### src/rtl/gf2_poly_reduce.sv
// gf2_poly_reduce: bit-serial reduction of a 2N-1-bit carry-less product modulo x^N + POLY
module gf2_poly_reduce #(
  parameter int N = 30,
  parameter logic [N-1:0] POLY = 30'h0000_0003
) (
  input  logic             clk,
  input  logic             rst,
  input  logic             in_valid,
  output logic             in_ready,
  input  logic [2*N-2:0]   prod,
  output logic             out_valid,
  input  logic             out_ready,
  output logic [N-1:0]     res
);
  localparam int W = 2*N-1;
  localparam int CW = $clog2(N);
  typedef enum logic [1:0] {IDLE, RUN, DONE} state_t;
  state_t state, state_n;
  logic [W-1:0] acc, acc_n, red, sh;
  logic [CW-1:0] cnt, cnt_n;
  // reduction polynomial aligned so its implicit x^N term lands on bit N+cnt
  assign red = W'({1'b1, POLY}) << cnt;
  assign sh = acc >> cnt;
  assign in_ready = state == IDLE;
  assign out_valid = state == DONE;
  assign res = out_valid ? acc[N-1:0] : '0;
  // next state: load in IDLE, clear one high bit per RUN cycle from the top down, hold in DONE
  always_comb begin
    state_n = state;
    acc_n = acc;
    cnt_n = cnt;
    case (state)
      IDLE: if (in_valid) begin
        acc_n = prod;
        cnt_n = CW'(N-2);
        state_n = RUN;
      end
      RUN: begin
        acc_n = sh[N] ? acc ^ red : acc;
        cnt_n = cnt == '0 ? cnt : cnt - 1'b1;
        state_n = cnt == '0 ? DONE : RUN;
      end
      DONE: state_n = out_ready ? IDLE : DONE;
      default: state_n = IDLE;
    endcase
  end
  // state register; reset aborts any reduction in flight
  always_ff @(posedge clk) begin
    if (rst) begin
      state <= IDLE;
      acc <= '0;
      cnt <= '0;
    end else begin
      state <= state_n;
      acc <= acc_n;
      cnt <= cnt_n;
    end
  end
endmodule

### config.mk
export PLATFORM = sky130hd
export DESIGN_NAME = gf2_poly_reduce
export DESIGN_NICKNAME = d
export VERILOG_FILES = /design/src/rtl/gf2_poly_reduce.sv
export SDC_FILE = /design/constraint.sdc
export NUM_CORES = 1
export LEC_CHECK = 0
export CAP_MARGIN = 15
export CORE_UTILIZATION = 55
export CTS_CLUSTER_SIZE = 40
export DETAILED_ROUTE_END_ITERATION = 12
export PLACE_DENSITY_LB_ADDON = 0.12
export SLEW_MARGIN = 20
export SYNTH_ARGS = -nofsm -noshare
export SYNTH_HDL_FRONTEND = slang
export SYNTH_SLANG_ARGS = --single-unit
### constraint.sdc
create_clock -name clk -period 4.95 [get_ports clk]
set_input_delay 0.495 -clock clk [delete_from_list [all_inputs] [get_ports clk]]
set_output_delay 0.495 -clock clk [all_outputs]
set_load 0.005 [all_outputs]
# After elaboration in Yosys (flattened, before gate mapping)
# Cells that the tools add are included.
# word_totals
register_bits	66
inputBits	63
out_inout_bits	32
elab_cells	28
# op_classes
n_addsub	1
eq_ne	5
n_shift	2
muxes	11
bitwise_logic	1
n_reduce_logical	5
# op_table
cell	count
59-bit two-way mux	2
59-bit one-hot mux with 2 select lines	1
31-bit by 5-bit << shifter with 59-bit output (first input constant)	1
59-bit by 5-bit right shift with 31-bit output	1
59-bit bitwise XOR	1
30-bit two-way mux	1
5-bit two-way mux	2
5-bit one-hot mux with 2 select lines	1
2-bit two-way mux	3
2-bit inequality test (second input constant)	3
2-bit one-hot mux with 3 select lines	1
3-bit AND reduction	2
5-bit zero test	1
5-bit by 1-bit subtractor with 5-bit output (second input constant)	1
2-bit by 1-bit equality test with 1-bit output (second input constant)	1
2-bit equality test (second input constant)	1
2-bit zero test	1
2-bit nonzero test	1

# Depth between registers and ports, before layout
# Gate-level depths: netlist (run 1).
# logic_depth
depth_word	4
mapped_depth	10
depth_no_buf	8

# Worst setup path before layout (run 1)
# OpenSTA, ideal clock, no wires.
# synth_path
path_kind	flip-flop to flip-flop
from	register cnt[0]
to	register acc[44]
setup_ns	0.117
t_arrival_ns	2.003
required_time_ns	4.833
path_slack_ns	2.830
path_stages_with_launch	10
n_path_buf	3
cell_sequence	dfxtp_1 buf_6 mux2i_1 mux4_2 o21a_1 o211a_1 buf_6 clkbuf_1 nand3b_1 a32o_1
# synth_via
elab_chain_cells	4
# synth_rtl
element	line_no	text
start: declaration	20	logic [CW-1:0] cnt, cnt_n;
start signal: assignment	56	cnt <= cnt_n;
31-bit by 5-bit << shifter with 59-bit output	22	assign red = W'({1'b1, POLY}) << cnt;
59-bit bitwise XOR	39	acc_n = sh[N] ? acc ^ red : acc;
59-bit two-way mux	39	
59-bit one-hot mux with 2 select lines	32	case (state)
end signal: assignment	55	acc <= acc_n;
end: declaration	19	logic [W-1:0] acc, acc_n, red, sh;
# Several ways; a longest one is shown, not always the timed one. The select of a mux whose other input is x is not followed.
# A chain may end at the register's enable or synchronous reset.

# Final worst setup path (run 1)
# layout_path
from	register cnt[2]
to	register acc[30]
# The elaborated chain is that of the path after synthesis.

==> impl_results.md, run 1 <==
* Area leader, netlist: dfxtp_1
* Clock Sink Count at 66
* GP Congestion at 0.983
* Util after Layout at 69.8%
* Tightest Pin Transition at 975 ps
* Post-Synthesis Cell Area at 0.00446 mm2
* Final Hold Fails at 0
* Max frequency at 290 MHz
* Crit path kind: flip-flop to flip-flop
* Synth Area in Simple Gates at 21.6%
* Most frequent cells in the layout: clkdlybuf4s50_1 (94), dfxtp_1 (66), a21oi_1 (61)
* WP data arrival at 3680 ps
* Root buf cell: clkbuf_8
* Async SR Flop Fraction at 0%
* RSZ-0062 raised after global routing: false
* Hold Path Sink: acc[15]
* Post-Route WL at 14.4 mm
* DP HPWL at 9.36 mm
* Max Buffers Root-to-Sink at 2
* # IOs at 95
* Status: complete, no violations
* Share of cells above drive strength 1 at 4.84%
* Post-Syn Nets at 660
* Commonest non-fill, non-tap cell in the layout: clkdlybuf4s50_1
* First-pass iteration count of the detailed router at 5
* Floorplan Core Area at 0.00781 mm2
* Total CTS buffers at 9
* Top post-synthesis cells by area: dfxtp_1 (30%), a21oi_1 (6.8%), and2_1 (4.3%)
* Largest net degree at the start of global routing at 101
* FP Rows at 32
* Cell variety after synth at 51
* Seq cells post-synth at 66
* Worst Reg-to-Reg Cells at 7
* Vias in the first global route at 4521
* Post-Synth XOR/XNOR Area at 0.589%
* Final setup fails at 0
* Final Skew at 8.82 ps
* Post-Syn Area per Cell at 7.54 um2
* Hold-critical path depth at 2
* Port Buffer Count at 94
* VDD IR-drop max at 295 uV
* Finished Cell Area at 0.00545 mm2
* Via count at 5006
* FILL cells at 691
* CTS H-Tree Depth at 3
* Fin crit period at 3450 ps
* Pwr Density at 427 mW/mm2
* Critical path launch point type: flip-flop
* CTS Hold Bufs at 0
* Hold Crit Start: acc[15]
* DR DRC count at 0
* Post-synthesis cell count at 592
* Crit. End Element: flip-flop
* CTS resizes at 0
* Final worst path period share at 69.8%
* Max_cap viols at 0
* Max transition margin at 35.0%
* Reg2reg setup slack at 1500 ps
* Die area at 0.00848 mm2
* Die Y at 92.1 um
* First-pass GRT wire length at 22.7 mm
* WL/cell at 19.4 um
* Worst Path Max Fanout at 26
* Register area share after synthesis at 29.6%
* Post-route ant nets at 0
* Initial detailed-routing violation count at 545
* Nets at 704
* Worst R2R Start: cnt[2]
* Antenna cells at 0
* # Post-CTS Setup Buffers at 0
* Slew Viols, Final at 0
* Reg2reg end: acc[30]
* Initial Util at 57.2%
* Post-synth EDFFs at 0
* Worst endpoint required time at 5180 ps
* Setup TNS at 0 ps
* Worst hold-check path type: flip-flop to flip-flop
* Remaining Overflow, GRT at 0
* Worst-Skew Late Latency at 350 ps
* Mux contribution to synthesized area at 3.42%
* Initial antenna violation count at 0
* CTS tree: done
* Layout area overhead at 22.1%
* Die width at 92.1 um
* Largest family of logic cells by synthesized area: compound AO/OA/AOI/OAI gates
* YS warnings at 0
* Worst-path clk slew at 70 ps
* Gr usage total at 34.0%
* Predominant post-synthesis flop cell: dfxtp_1
* Synth Area in Adders at 1.40%
* Via density at 6.75
* Yosys top cell area share at 29.6%
* Synth Area in Compound Gates at 34.9%
* Placed Area at 0.00528 mm2
* Leak at 1.82 nW
-- Yosys cell counts, types with 2 or more instances --
| library cell | count |
|---|---|
| dfxtp_1 | 66 |
| a21oi_1 | 61 |
| clkbuf_1 | 50 |
| nand2_1 | 42 |
| o21ai_0 | 38 |
| and2_1 | 31 |
| o21ai_1 | 30 |
| nor2_1 | 28 |
| nor4_1 | 22 |
| o211ai_1 | 16 |
| o311ai_0 | 16 |
| nor3_1 | 15 |
| inv_1 | 14 |
| a32o_1 | 13 |
| mux2i_1 | 13 |
| a211oi_1 | 10 |
| nand3_1 | 10 |
| nand3b_1 | 10 |
| o41ai_1 | 10 |
| a31oi_1 | 9 |
| nand2b_1 | 9 |
| o32ai_1 | 9 |
| buf_2 | 8 |
| buf_6 | 7 |
| nor2b_1 | 7 |
| a32oi_1 | 5 |
| ha_1 | 5 |
| a22oi_1 | 3 |
| buf_1 | 3 |
| o311ai_1 | 3 |
| o31ai_1 | 3 |
| or2_2 | 3 |
| a221o_1 | 2 |
| o22ai_1 | 2 |
| or3_1 | 2 |
| xor2_1 | 2 |
-- flip-flops by register name, indices dropped and copies added, names as in the netlist --
register  cells
state         2
acc          59
cnt           5
-- per-stage QoR --
stage	power [mW]	hold slack [ps]	worst slack (ps)	cells
after floorplan	1.60	454	2830	592
after global placement	1.85	470	1720	727
after detailed placement	1.88	480	1600	727
after CTS	2.29	490	1590	742
after global routing	2.46	509	1310	742
final	2.33	488	1500	742
-- cell type report --
type | instances | area (um2) | area share (%)
repair buffers | 102 | 1000 | 18.4
inverters | 15 | 56.3 | 1.03
clock buffers | 12 | 155 | 2.85
clock inverters | 3 | 15.0 | 0.275
well taps | 102 | 128 | 2.34
flip-flops and latches | 66 | 1320 | 24.2
multi-input cells | 442 | 2780 | 50.9
-- how the worst max path moves through the flow --
stage / endpoint / from / cells past startpoint / slack (ps)
after floorplan: acc[44] / cnt[0] / 9 / 2830
after global placement: acc[32] / cnt[2] / 7 / 1720
after detailed placement: acc[30] / cnt[2] / 7 / 1600
after CTS: acc[30] / cnt[2] / 7 / 1590
after global routing: acc[32] / cnt[2] / 7 / 1310
final: acc[30] / cnt[2] / 7 / 1500
-- power by group --
part	switching, mW	internal, mW	leakage (nW)	total, mW
combinational	0.704	0.380	1.19	1.08
sequential	0.167	0.662	0.543	0.829
clock	0.211	0.204	0.0920	0.416
total	1.08	1.25	1.82	2.33
-- worst max-delay path, stage by stage, from the launching register on --
cell and delay, ps:
dfxtp_1 910, nand2b_1 510, o22ai_1 110, o21ai_0 270, o211a_1 200, or3_1 750, buf_4 430, o21ai_0 140
-- cell families (layout without fill, tap and decap cells) --
logic type	Yosys count	count (layout)
AO/OA/AOI/OAI	237	237
AND/OR/NAND/NOR	183	183
buffers and inverters	84	132
flip-flops	66	66
multiplexers	14	14
adder cells (fa/ha/maj)	5	5
XOR/XNOR	3	3
-- metal layers --
metal	track usage [%]	routed length, um	vias to the layer above
li1	-	-	2313
met3	7.71	1280	24
met5	0	0	-
met1	44.5	5920	2391
met4	11.2	271	0
met2	55.1	6960	278
No activity file was read; power rests on OpenSTA's default activity.
==> run 2, diff against run 1 <==
--- a/config.mk
+++ b/config.mk
@@ -6,7 +6,7 @@
 export NUM_CORES = 1
 export LEC_CHECK = 0
 export CAP_MARGIN = 15
-export CORE_UTILIZATION = 55
+export CORE_UTILIZATION = 52
 export CTS_CLUSTER_SIZE = 40
 export DETAILED_ROUTE_END_ITERATION = 12
 export PLACE_DENSITY_LB_ADDON = 0.12
==> constraint.sdc (replaced) <==
create_clock -name clk -period 3.18 [get_ports clk]
set_input_delay 0.318 -clock clk [delete_from_list [all_inputs] [get_ports clk]]
set_output_delay 0.318 -clock clk [all_outputs]
set_load 0.005 [all_outputs]
==> run 2 against run 1 <==
Against the previous run:
- worst hold slack got worse by 0.57 ps
- clock power increased by 81%
- cell area increased by 2.2%
- wire length increased by 4.0%
- register-to-register slack got worse by 990 ps
- non-clock buffer count increased by 12
- first-iteration DRC count decreased by 24%
- setup slack got worse by 990 ps
==> impl_results.md, run 2 (same netlist as run 1, synthesis figures left out) <==
* FILL cells at 748 (+8.2%)
* Port Buffer Count at 94 (unchanged)
* Pwr Density at 681 mW/mm2 (+59%)
* Die area at 0.00896 mm2 (+5.6%)
* DRT met1 WL at 6.43 mm (+8.6%)
* # IOs at 95 (unchanged)
* Placed Area at 0.00537 mm2 (+1.8%)
* Die width at 94.7 um (+2.8%)
* Fin crit period at 2670 ps (-779 ps)
* Floorplan Core Area at 0.00826 mm2 (+5.8%)
* Hold Path Sink: acc[18]
* Met3 wire length at 1.18 mm (-8.1%)
* CTS tree: done
* First-pass iteration count of the detailed router at 5 (unchanged)
* Critical path, cell by cell: nand2b_1 -> o221ai_1 -> a21oi_1 -> o211a_1 -> nor3_2 -> a32o_1
* Total CTS buffers at 9 (unchanged)
* Worst Reg-to-Reg Cells at 6 (-1)
* VDD IR-drop max at 605 uV (+110%)
* Hold-critical path depth at 2 (unchanged)
* Reg2reg setup slack at 510 ps (-990 ps)
* GP Congestion at 0.883 (-10%)
* Reg2reg end: acc[44]
* Via density at 6.57 (-2.6%)
* First-pass GRT wire length at 23.5 mm (+3.5%)
* Top reg by flops: acc
* Gr usage total at 34.0% (about the same)
* Setup TNS at 0 ps (unchanged)
* CTS Hold Bufs at 0 (unchanged)
* Share of cells above drive strength 1 at 6.89% (+2.0 points)
* DP HPWL at 10.2 mm (+9.4%)
* Worst Path Max Fanout at 14 (-46%)
* Remaining Overflow, GRT at 0 (unchanged)
* DR DRC count at 0 (unchanged)
* Finished Cell Area at 0.00558 mm2 (+2.2%)
* Hold Crit Start: acc[18]
* Via count at 4982 (-0.48%)
* Final Skew at 12.9 ps (+4.06 ps)
* Crit path buf inv count at 0 (-1)
* Uppermost layer routed: met4
* Leak at 1.89 nW (+4.0%)
* Initial detailed-routing violation count at 413 (-24%)
* Tightest Pin Transition at 896 ps (-79.0 ps)
* Root buf cell: clkbuf_8
* Met2 wire len at 7.13 mm (+2.4%)
* RSZ-0062 raised after global routing: false
* Reg area at 0.00132 mm2 (unchanged)
* Initial antenna violation count at 0 (unchanged)
* Worst-Skew Late Latency at 350 ps (about the same)
* Die Y at 94.7 um (+2.8%)
* Worst R2R Start: cnt[1]
* Worst endpoint required time at 3460 ps (-1720 ps)
* Nets at 716 (+1.7%)
* Crit-path slowest cell: nor3_2
* Layout area overhead at 24.9%
* Crit. End Element: flip-flop
* Slew Viols, Final at 0 (unchanged)
* CTS H-Tree Depth at 3 (unchanged)
* WL/cell at 19.8 um (+1.8%)
* Final worst path period share at 84.1% (+14 points)
* Most frequent cells in the layout: clkdlybuf4s50_1 (94), dfxtp_1 (66), a21oi_1 (61)
* # Post-CTS Setup Buffers at 0 (unchanged)
* Largest net degree at the start of global routing at 60 (-41%)
* Crit path kind: flip-flop to flip-flop
* Max transition margin at 39.9% (+4.9 points)
* Antenna cells at 0 (unchanged)
* FP Rows at 33 (+3.1%)
* Commonest non-fill, non-tap cell in the layout: clkdlybuf4s50_1
* Max Buffers Root-to-Sink at 2 (unchanged)
* Post-Route WL at 15.0 mm (+4.0%)
* Top Family by Delay on Critical Path: simple AND/OR/NAND/NOR gates
* Critical path launch point type: flip-flop
* Max reg flops at 59 (unchanged)
* Max_cap viols at 0 (unchanged)
* Initial Util at 54.1% (-3.1 points)
* Post-route ant nets at 0 (unchanged)
* Worst hold-check path type: flip-flop to flip-flop
* Footprint of the multi-input gates at 0.00277 mm2 (-0.18%)
* CTS resizes at 0 (unchanged)
* Largest stage delay, worst path at 690 ps (-220 ps)
* Worst-path clk slew at 80 ps (about the same)
* Max frequency at 374 MHz (+29%)
* Status: complete, no violations
* Final Hold Fails at 0 (unchanged)
* Vias in the first global route at 4487 (-0.75%)
* Final setup fails at 0 (unchanged)
* Biggest regs: acc (59), cnt (5), state (2)
* WP data arrival at 2960 ps (-720 ps)
* Clock Sink Count at 66 (unchanged)
[run 2: power by group]
| group | switching, mW | internal, mW |
|---|---|---|
| logic | 1.16 | 0.640 |
| clock network | 0.351 | 0.401 |
| registers | 0.210 | 1.03 |
[run 2: tightest hold or removal path: stages (launching register included)]
cell,delay (ps)
dfxtp_1,320
o311ai_1,60
o21ai_1,60
[run 2: metrics by stage]
stage	hold slack, ps	utilization (%)	setup WS (ps)	cells	total power, mW
finish	487	67.5	506	758	3.80
global route	514	67.5	257	758	4.01
CTS	489	67.5	558	758	3.75
detailed placement	476	65.0	580	742	3.01
global placement	470	65.0	622	742	2.97
floorplan	454	-	1060	592	2.49
[run 2: area by class of cell]
class / count / area share [%]
Clock inverter: 5 / 0.943
Sequential cell: 66 / 23.7
Inverter: 15 / 1.01
Timing Repair Buffer: 114 / 19.6
Clock buffer: 11 / 2.72
Multi-Input combinational cell: 442 / 49.7
Tap cell: 105 / 2.36
[run 2: worst max-delay path by stage]
stage / startpoint / to / slack, ps / depth (start not counted)
finish: cnt[1] / acc[44] / 510 / 6
global route: cnt[0] / acc[44] / 260 / 6
CTS: cnt[1] / acc[14] / 560 / 6
detailed placement: cnt[1] / acc[14] / 580 / 6
global placement: cnt[2] / acc[29] / 620 / 7
floorplan: cnt[0] / acc[44] / 1060 / 9
[run 2: routing by layer]
layer  GRT usage, %  up-vias
li1               -     2343
met1           45.4     2368
met2           55.9      244
met3           5.15       27
met4           10.9        0
met5              0        -
==> run 3, diff against run 2 <==
==> constraint.sdc (replaced) <==
create_clock -name clk -period 2.6 [get_ports clk]
set_input_delay 0.26 -clock clk [delete_from_list [all_inputs] [get_ports clk]]
set_output_delay 0.26 -clock clk [all_outputs]
set_load 0.005 [all_outputs]
==> run 3 against run 2 <==
Against the previous run:
- clock skew about the same
- sequential power increased by 23%
- setup slack got worse by 300 ps
- die area unchanged
- core utilization increased by 1.4 points
- sequential share of layout area decreased by 0.45 points
- count of clock-buffer cells in the layout unchanged
- first-iteration DRC count decreased by 29%
- cell area increased by 2.1%
- flip-flop and latch count unchanged
- total power increased by 23%
==> impl_results.md, run 3 (same netlist as run 1, synthesis figures left out) <==
* Antenna cells at 0 (unchanged)
* Initial Util at 54.1% (unchanged)
* Critical path, cell by cell: buf_4 -> nor2_1 -> a221o_1 -> a21oi_1 -> o211a_1 -> buf_4 -> a211oi_1 -> o32ai_1
* Vias in the first global route at 4516 (+0.65%)
* WP data arrival at 2650 ps (-310 ps)
* Crit path kind: flip-flop to flip-flop
* Setup TNS at 0 ps (unchanged)
* CTS tree: done
* Most used cell, CP: buf_4
* Slew Viols, Final at 0 (unchanged)
* Final Hold Fails at 0 (unchanged)
* Remaining Overflow, GRT at 0 (unchanged)
* Worst endpoint required time at 2850 ps (-610 ps)
* Top reg by flops: acc
* Placed Area at 0.00553 mm2 (+2.9%)
* VDD IR-drop max at 1050 uV (+74%)
* Crit. End Element: flip-flop
* Die Y at 94.7 um (unchanged)
* Die width at 94.7 um (unchanged)
* Nets at 730 (+2.0%)
* Setup ws final at 201 ps (-305 ps)
* Die area at 0.00896 mm2 (unchanged)
* Commonest non-fill, non-tap cell in the layout: clkdlybuf4s50_1
* Tightest Pin Transition at 622 ps (-274 ps)
* Max Buffers Root-to-Sink at 2 (unchanged)
* First-pass iteration count of the detailed router at 5 (unchanged)
* Status: complete, no violations
* Util after Layout at 69.0% (+1.4 points)
* Largest net degree at the start of global routing at 85 (+42%)
* Total CTS buffers at 9 (unchanged)
* # IOs at 95 (unchanged)
* Internal power at 2.54 mW (+23%)
* CTS Hold Bufs at 0 (unchanged)
* WL/cell at 19.5 um (-1.4%)
* Min Hold Slack at 489 ps (+2.09 ps)
* Placed Cells at 756 (+1.9%)
* Non-filler cells, final at 770 (+1.6%)
* Gr usage total at 34.3% (+0.31 points)
* FP Rows at 33 (unchanged)
* Max reg flops at 59 (unchanged)
* Floorplan Core Area at 0.00826 mm2 (unchanged)
* Top Family by Delay on Critical Path: compound AO/OA/AOI/OAI gates
* Max_cap viols at 0 (unchanged)
* RSZ-0062 raised after global routing: false
* Port Buffer Count at 94 (unchanged)
* Worst-Skew Late Latency at 340 ps (about the same)
* Logic gate share of total power at 51.0% (+3.5 points)
* Crit-path slowest cell: dfxtp_1
* CTS H-Tree Depth at 3 (unchanged)
* Fraction of power spent switching nets at 45.6% (+0.12 points)
* Post-place setup slack at 71.8 ps (-508 ps)
* GP Congestion at 0.926 (+4.9%)
* Worst Path Max Fanout at 21 (+7)
* Leak at 1.96 nW (+3.5%)
* DP HPWL at 10.5 mm (+2.4%)
* Most frequent cells in the layout: clkdlybuf4s50_1 (94), dfxtp_1 (64), a21oi_1 (61)
* Fin crit period at 2400 ps (-275 ps)
* Max transition margin at 58.2% (+18 points)
* Largest stage delay, worst path at 530 ps (-160 ps)
* Final Skew at 13.2 ps (+0.297 ps)
* Share of cells above drive strength 1 at 8.72% (+1.8 points)
* Initial antenna violation count at 0 (unchanged)
* Layout area overhead at 27.6%
* Biggest regs: acc (59), cnt (5), state (2)
* # Post-CTS Setup Buffers at 0 (unchanged)
* Finished Cell Area at 0.00569 mm2 (+2.1%)
* Psw at 2.13 mW (+23%)
* Final worst path period share at 92.3% (+8.2 points)
* Crit path buf inv count at 2 (+2)
* Via count at 4987 (+0.10%)
* DR DRC count at 0 (unchanged)
* Critical path launch point type: flip-flop
* Worst hold-check path type: flip-flop to flip-flop
* Worst-path clk slew at 80 ps (about the same)
* Post-Route WL at 15.0 mm (+0.16%)
* Via density at 6.48 (-1.5%)
* Max frequency at 417 MHz (+11%)
* Reg power frac at 32.7% (about the same)
* Pwr Density at 820 mW/mm2 (+20%)
* Clock share of power at 16.3% (-3.5 points)
* Final setup fails at 0 (unchanged)
* First-pass GRT wire length at 23.6 mm (+0.21%)
* Clock Sink Count at 66 (unchanged)
* Initial detailed-routing violation count at 293 (-29%)
* Post-route ant nets at 0 (unchanged)
* FILL cells at 716 (-4.3%)
* Root buf cell: clkbuf_8
* Tot Pwr at 4.67 mW (+23%)
==> run 3: changes by cell type in the layout (fill, tap and decap cells not counted) <==
cell and delta:
buf_4 +10, buf_12 +4, dfxtp_1 -2, dfxtp_2 +2
bufinv_16 -1, clkbuf_1 +1, clkbuf_8 -1, clkinv_2 -1
nor3_2 -1, nor3_4 +1
==> run 3: path summary, 6_finish.rpt <==
kind	start	to	slack, ps	depth (start not counted)
max reg2reg	cnt[2]	acc[33]	200	8
min	acc[18]	acc[18]	490	2
min reg2reg	acc[18]	acc[18]	490	2
max	cnt[2]	acc[33]	200	8
==> run 3: final cells by class <==
class / count / area (um2) / area share [%]
clock inverters: 3 / 17.5 / 0.308
clock buffers: 11 / 141 / 2.48
multi-input cells: 442 / 2780 / 48.8
inverters: 15 / 56.3 / 0.989
repair buffers: 128 / 1250 / 21.9
flip-flops and latches: 66 / 1320 / 23.2
well taps: 105 / 131 / 2.31
==> run 3: layer usage <==
| layer | GRT usage [%] | up-vias | wire, um |
|---|---|---|---|
| met4 | 9.47 | 0 | 174 |
| met3 | 5.31 | 14 | 972 |
| met1 | 46.4 | 2385 | 6700 |
| li1 | - | 2371 | - |
| met2 | 56.4 | 217 | 7190 |
| met5 | 0 | - | 0 |
==> run 3: power groups by stage <==
stage | Sequential (mW) | Combinational, mW | Clock, mW
3_5_place_dp | 1.54 | 2.33 | 0
6_report | 1.53 | 2.38 | 0.759
4_1_cts | 1.51 | 2.33 | 0.759
5_1_grt | 1.55 | 2.57 | 0.815
3_3_place_gp | 1.53 | 2.27 | 0
2_1_floorplan | 1.40 | 1.65 | 0
==> run 3: worst min-delay path: cells and delay by family (launching register included) <==
family	cells	cell delay, ps
flip-flops	1	320
AO/OA/AOI/OAI	2	120
==> run 3: repair_timing <==
item | CTS | global route
resized for setup | 0 | 3
endpoints found under the setup margin | 0 | 25
hold endpoints to repair | 0 | 0
